==> config.mk <==
export PLATFORM = sky130hd
export DESIGN_NAME = boot_loader_ctrl
export DESIGN_NICKNAME = d
export VERILOG_FILES = /design/src/rtl/galetron_pkg.sv /design/src/rtl/boot_loader_ctrl_wdog.sv /design/src/rtl/boot_loader_ctrl.sv
export SDC_FILE = /design/constraint.sdc
export NUM_CORES = 1
export LEC_CHECK = 0
export ABC_AREA = 1
export BUFFER_PORTS_ARGS = -buffer_cell sky130_fd_sc_hd__buf_2
export CORE_ASPECT_RATIO = 0.6
export CORE_UTILIZATION = 53
export DETAILED_ROUTE_END_ITERATION = 6
export PLACE_DENSITY = 0.91
export RECOVER_POWER = 50
export SKIP_CTS_REPAIR_TIMING = 1
export SLEW_MARGIN = 20
export SYNTH_ARGS = -nofsm -noshare
export SYNTH_HDL_FRONTEND = slang
export SYNTH_SLANG_ARGS = --single-unit
==> constraint.sdc <==
create_clock -name clock -period 3.5 [get_ports clock]
set_clock_uncertainty 0.1 [all_clocks]
set_input_delay 0.525 -clock clock [delete_from_list [all_inputs] [get_ports clock]]
set_output_delay 0.525 -clock clock [all_outputs]
set_load 0.03 [all_outputs]
==> src/rtl/galetron_pkg.sv <==
// Shared definitions for the boot sequencer: default bus widths and FSM state encoding.
package galetron_pkg;

  localparam int unsigned GT_ADDR_W = 10;
  localparam int unsigned GT_DATA_W = 32;

  typedef enum logic [2:0] {
    StBiosRun,
    StReq,
    StWait,
    StClear,
    StHandoff,
    StSysRun,
    StError
  } state_e;

endpackage

==> src/rtl/boot_loader_ctrl_wdog.sv <==
// Loadable down-counter; expired_o is high once the count has reached zero.
module boot_wdog #(
  parameter int unsigned W = 8
) (
  input  logic         clock,
  input  logic         reset,
  input  logic         load_i,
  input  logic [W-1:0] load_val_i,
  input  logic         dec_i,
  output logic         expired_o
);

  logic [W-1:0] cnt_q;

  always_ff @(posedge clock) begin
    if (reset) begin
      cnt_q <= '0;
    end else if (load_i) begin
      cnt_q <= load_val_i;
    end else if (dec_i && (cnt_q != '0)) begin
      cnt_q <= cnt_q - W'(1);
    end
  end

  assign expired_o = (cnt_q == '0);

endmodule

==> src/rtl/boot_loader_ctrl.sv <==
// Boot sequencer: stalls the CPU, copies the program image HD->IM, zeroes DM,
// then resets the PC and hands instruction fetch from BIOS to IM.
module boot_loader_ctrl
  import galetron_pkg::*;
#(
  parameter int unsigned ADDR_W   = GT_ADDR_W,
  parameter int unsigned DATA_W   = GT_DATA_W,
  parameter int unsigned COPY_LEN = 256,
  parameter int unsigned HD_BASE  = 0,
  parameter int unsigned IM_BASE  = 0,
  parameter int unsigned CLR_LEN  = 256,
  parameter int unsigned TIMEOUT  = 255
) (
  input  logic              clock,
  input  logic              reset,
  input  logic              start,
  output logic              hd_rd_en,
  output logic [ADDR_W-1:0] hd_addr,
  input  logic              hd_rd_valid,
  input  logic [DATA_W-1:0] hd_rd_data,
  output logic              im_wr_en,
  output logic [ADDR_W-1:0] im_wr_addr,
  output logic              dm_wr_en,
  output logic [ADDR_W-1:0] dm_wr_addr,
  output logic [DATA_W-1:0] wr_data,
  output logic              cpu_stall,
  output logic              pc_reset,
  output logic              bios_sel,
  output logic              busy,
  output logic              boot_err
);

  localparam int unsigned CntMax = (COPY_LEN > CLR_LEN) ? COPY_LEN : CLR_LEN;
  localparam int unsigned CntW   = (CntMax < 1) ? 1 : $clog2(CntMax + 1);
  localparam int unsigned WdogW  = (TIMEOUT < 2) ? 1 : $clog2(TIMEOUT);

  localparam logic [CntW-1:0]   CopyLast = CntW'(COPY_LEN - 1);
  localparam logic [CntW-1:0]   ClrLast  = CntW'(CLR_LEN - 1);
  localparam logic [ADDR_W-1:0] HdBase   = ADDR_W'(HD_BASE);
  localparam logic [ADDR_W-1:0] ImBase   = ADDR_W'(IM_BASE);
  // Watchdog reloads with TIMEOUT-1 so WAIT lasts exactly TIMEOUT cycles before expiry.
  localparam logic [WdogW-1:0]  WdogLoad = WdogW'(TIMEOUT - 1);
  localparam state_e            AfterCopy = (CLR_LEN == 0) ? StHandoff : StClear;

  state_e          state_q, state_d;
  logic [CntW-1:0] cnt_q, cnt_d;
  logic [CntW-1:0] clr_q, clr_d;
  logic            wdog_expired;

  boot_wdog #(
    .W(WdogW)
  ) u_wdog (
    .clock     (clock),
    .reset     (reset),
    .load_i    (state_q == StReq),
    .load_val_i(WdogLoad),
    .dec_i     (state_q == StWait),
    .expired_o (wdog_expired)
  );

  // The IM write must land in the cycle the HD word arrives, so it bypasses the registers.
  assign im_wr_en = (state_q == StWait) && hd_rd_valid && (hd_rd_data != '0);
  assign wr_data  = im_wr_en ? hd_rd_data : '0;

  always_comb begin
    state_d = state_q;
    cnt_d   = cnt_q;
    clr_d   = clr_q;
    case (state_q)
      StBiosRun: begin
        if (start) begin
          state_d = StReq;
          cnt_d   = '0;
          clr_d   = '0;
        end
      end
      StReq: state_d = StWait;
      StWait: begin
        if (hd_rd_valid) begin
          if (hd_rd_data == '0) begin
            state_d = AfterCopy;
          end else begin
            cnt_d   = cnt_q + CntW'(1);
            state_d = (cnt_q == CopyLast) ? AfterCopy : StReq;
          end
        end else if (wdog_expired) begin
          state_d = StError;
        end
      end
      StClear: begin
        if (clr_q == ClrLast) begin
          state_d = StHandoff;
        end else begin
          clr_d = clr_q + CntW'(1);
        end
      end
      StHandoff: state_d = StSysRun;
      default: state_d = state_q;
    endcase
  end

  // Outputs are registered from the next state so they line up with state_q.
  always_ff @(posedge clock) begin
    if (reset) begin
      state_q    <= StBiosRun;
      cnt_q      <= '0;
      clr_q      <= '0;
      hd_rd_en   <= 1'b0;
      hd_addr    <= '0;
      im_wr_addr <= '0;
      dm_wr_en   <= 1'b0;
      dm_wr_addr <= '0;
      cpu_stall  <= 1'b0;
      pc_reset   <= 1'b0;
      bios_sel   <= 1'b1;
      busy       <= 1'b0;
      boot_err   <= 1'b0;
    end else begin
      state_q    <= state_d;
      cnt_q      <= cnt_d;
      clr_q      <= clr_d;
      hd_rd_en   <= (state_d == StReq);
      hd_addr    <= (state_d == StReq) ? HdBase + ADDR_W'(cnt_d) : '0;
      im_wr_addr <= (state_d == StWait) ? ImBase + ADDR_W'(cnt_d) : '0;
      dm_wr_en   <= (state_d == StClear);
      dm_wr_addr <= (state_d == StClear) ? ADDR_W'(clr_d) : '0;
      cpu_stall  <= state_d inside {StReq, StWait, StClear, StHandoff, StError};
      pc_reset   <= (state_d == StHandoff);
      bios_sel   <= !(state_d inside {StHandoff, StSysRun});
      busy       <= state_d inside {StReq, StWait, StClear, StHandoff};
      boot_err   <= boot_err || (state_d == StError);
    end
  end

endmodule

==> results.md <==
- Hold Path End: u_wdog.cnt_q[0]
- Row Count: 20
- Kind of critical path: primary input to output port
- H-tree levels: 3
- Fmax: 0.3611 GHz
- Switching portion of total power: 0.2930
- Final setup margin: 0.7306 ns
- GRT overflow: 0
- Hold crit path type: flip-flop to flip-flop
- Leakage: 1.833 nW
- Io pins: 106
- Final Max Slew Viols: 0
- WHS Path Cells: 2
- Tcrit/Tclk final: 0.7913
- CP Launch Type: primary input
- Area of the multi-input gates: 1256 µm²
- Clock Root Buffer: clkbuf_8
- Initial DRC count: 154
- Chip Width: 98.26 µm
- Main combinational cell family by area after synthesis: simple AND/OR/NAND/NOR gates
- Worst r2r path cells: 10
- Nets: 569
- Global Route Usage Sum: 0.2436
- Register area share after synthesis: 0.4280
- Vias post-DR: 2919
- Netlist cell types: 39
- Post-Synth Adder-Cell Area: 0.01699
- FF-to-FF End: hd_addr[7]
- # diodes: 0
- Global-route wire length before repair: 10810 µm
- Antenna Violating Nets Remaining: 0
- CP Data Arrival Time: 2.14 ns
- FF-to-FF Start: clr_q[0]
- Worst EP required: 2.87 ns
- Post-Syn Instances: 425
- Hold Path Origin: u_wdog.cnt_q[0]
- Slew of the pin with the lowest slew margin: 0.6201 ns
- Share of layout cells above drive strength 1: 0.1985
- Status: completed
- Vias in the first global route: 2519
- Die Area: 5872 µm²
- Worst-Skew Late Latency: 0.35 ns
- Final Critical Period: 2.769 ns
- YS warnings: 0
- Area Overhead vs Synth: 22.72%
- Num CTS Buffers: 9
- Final WL: 6791 µm
- Clk pwr share: 0.400
- Sink Count: 63
- Worst IR Drop VDD: 261.3 µV
- Clk slew on worst S/H paths: 0.06 ns
- Compound-gate portion of the synthesized area: 0.07856
- Largest net degree at the start of global routing: 37
- Vias per cell: 4.865
- CTS tree: done
- Synth Register Bits: 63
- Switching power: 0.5206 mW
- Initial core utilization: 0.5661
- DIE HEIGHT: 59.76 µm
- Max Buffers Root-to-Sink: 2
- Max-cap viol count: 0
- Critical-path maximum fanout: 36
- Post-place setup slack: 0.7395 ns
- Antenna violations before repair: 0
- Hpwl dp: 5176 µm
- DR DRC count: 0
- Area of the core: 5205 µm²
- RSZ-0062 raised after global routing: false
- Area fraction in and, or, nand and nor cells after synthesis: 0.3456
- Mean post-synth cell area: 6.933 µm²
- Final setup vio count: 0
- Setup TNS: 0 ns
- Slew headroom: 0.5834
- IO buf count: 102
- Internal Pwr Total: 1.256 mW
- Filler cell count in the final layout: 431
- Power density over cell area: 491.5 nW/µm²
- R2R Setup Slk: 0.93 ns
- Combinational share of power: 0.168
- DR WL/cell: 11.32 µm
- Sequential share of power: 0.431
- Xor and xnor fraction of the mapped netlist area: 0
- Gpl congestion: 0.8586
- Crit end category: output port
- Sequential cell area: 1261 µm²
- Post-synthesis mux area share: 0
- Mapped cell area: 2947 µm²
- Final Hold Vio Count: 0
- Initial DRT Pass Iterations: 7
==> layout by cell type, fill, tap and decap left out, types with 2 or more instances in the layout <==
master	instances
clkinv_4	3
inv_1	79
ha_1	4
nor2_1	112
nor2_4	4
a31oi_1	2
clkbuf_1	34
o21ai_0	20
buf_2	68
nand4_1	8
conb_1	3
nor3_1	7
nand2_2	2
clkbuf_8	10
inv_2	4
bufinv_16	2
a21oi_1	13
dfxtp_1	63
nor2_2	6
nand2_1	54
nand3_1	20
==> Yosys cell counts <==
| master | instances | share of area |
|---|---|---|
| a211oi_1 | 1 | 0.0025 |
| a21oi_1 | 13 | 0.022 |
| a21oi_2 | 1 | 0.0030 |
| a2bb2oi_1 | 1 | 0.0030 |
| a31oi_1 | 2 | 0.0042 |
| and3_1 | 1 | 0.0021 |
| buf_2 | 3 | 0.0051 |
| buf_4 | 3 | 0.0076 |
| buf_6 | 1 | 0.0038 |
| clkbuf_1 | 4 | 0.0051 |
| conb_1 | 1 | 0.0013 |
| dfxtp_1 | 63 | 0.43 |
| ha_1 | 4 | 0.017 |
| inv_1 | 78 | 0.099 |
| inv_2 | 5 | 0.0064 |
| inv_4 | 1 | 0.0021 |
| nand2_1 | 53 | 0.068 |
| nand2_2 | 2 | 0.0042 |
| nand2_4 | 1 | 0.0038 |
| nand2b_4 | 1 | 0.0047 |
| nand3_1 | 18 | 0.031 |
| nand3_2 | 2 | 0.0068 |
| nand3_4 | 1 | 0.0059 |
| nand3b_1 | 1 | 0.0025 |
| nand4_1 | 7 | 0.015 |
| nand4_4 | 1 | 0.0072 |
| nor2_1 | 110 | 0.14 |
| nor2_2 | 6 | 0.013 |
| nor2_4 | 6 | 0.023 |
| nor3_1 | 7 | 0.012 |
| nor3_2 | 1 | 0.0034 |
| o211ai_1 | 1 | 0.0025 |
| o21a_1 | 1 | 0.0025 |
| o21ai_0 | 19 | 0.032 |
| o21ai_1 | 1 | 0.0017 |
| o21bai_1 | 1 | 0.0025 |
| o22ai_1 | 1 | 0.0021 |
| or2_1 | 1 | 0.0021 |
| or2_2 | 1 | 0.0021 |
==> registers in the layout (all words and copies together) (netlist names), 3 cells and up <==
| signal | flops |
|---|---|
| im_wr_addr | 9 |
| cnt_q | 9 |
| clr_q | 9 |
| hd_addr | 9 |
| state_q | 3 |
| dm_wr_addr | 9 |
| u_wdog.cnt_q | 8 |
==> layer usage <==
layer | GRT usage | vias up | share of wire
li1 | - | 1500 | -
met1 | 0.2852 | 1302 | 0.46
met2 | 0.4245 | 108 | 0.46
met3 | 0.09474 | 9 | 0.072
met4 | 0.07036 | 0 | 0.011
met5 | 0 | - | 0
==> critical path, cell delays in order <==
cell and delay, ns:
buf_2 0.11, nor2_1 0.10, nand2_1 0.07, nor2_1 0.19
nand2_1 0.09, nor2_1 0.22, nor2_4 0.10, inv_2 0.41
nor2_1 0.11, buf_2 0.20
==> metrics by stage <==
stage          total power [mW]  instance area (µm²)  instances    util  hold WS (ns)
2_1_floorplan             1.006                 2954        427       -        0.3494
3_3_place_gp              1.075                 3483        584  0.6692        0.3436
3_5_place_dp              1.086                 3483        584  0.6692        0.3514
4_1_cts                   1.796                 3715        600  0.7137        0.3669
5_1_grt                   1.856                 3616        600  0.6947        0.4207
6_report                  1.777                 3616        600  0.6947        0.3762
==> power groups by stage <==
stage,clock [mW],combinational (mW),sequential [mW]
after floorplan,0,0.212,0.795
after global placement,0,0.295,0.780
after detailed placement,0,0.305,0.782
after CTS,0.723,0.307,0.766
after global routing,0.755,0.332,0.769
final,0.712,0.299,0.767
==> how the worst max path moves through the flow <==
stage | from | to | depth (start not counted)
2_1_floorplan | hd_rd_valid | wr_data[10] | 7
3_3_place_gp | hd_rd_data[1] | wr_data[16] | 10
3_5_place_dp | hd_rd_data[1] | wr_data[16] | 10
4_1_cts | hd_rd_data[1] | wr_data[16] | 10
5_1_grt | hd_rd_data[3] | wr_data[16] | 10
6_report | hd_rd_data[1] | wr_data[16] | 10
==> kinds of logic after synthesis <==
group / Yosys count
AND/OR/NAND/NOR: 220
buffers and inverters: 95
flip-flops: 63
AO/OA/AOI/OAI: 42
adder cells (fa/ha/maj): 4
other: 1
==> final cells by class <==
type | instances | share of cell area
clock buffers | 10 | 0.03806
repair buffers | 102 | 0.1294
well taps | 66 | 0.02284
inverters | 84 | 0.08754
flip-flops and latches | 63 | 0.3488
clock inverters | 6 | 0.02595
multi-input cells | 269 | 0.3474
(Power assumes the default switching activity.)
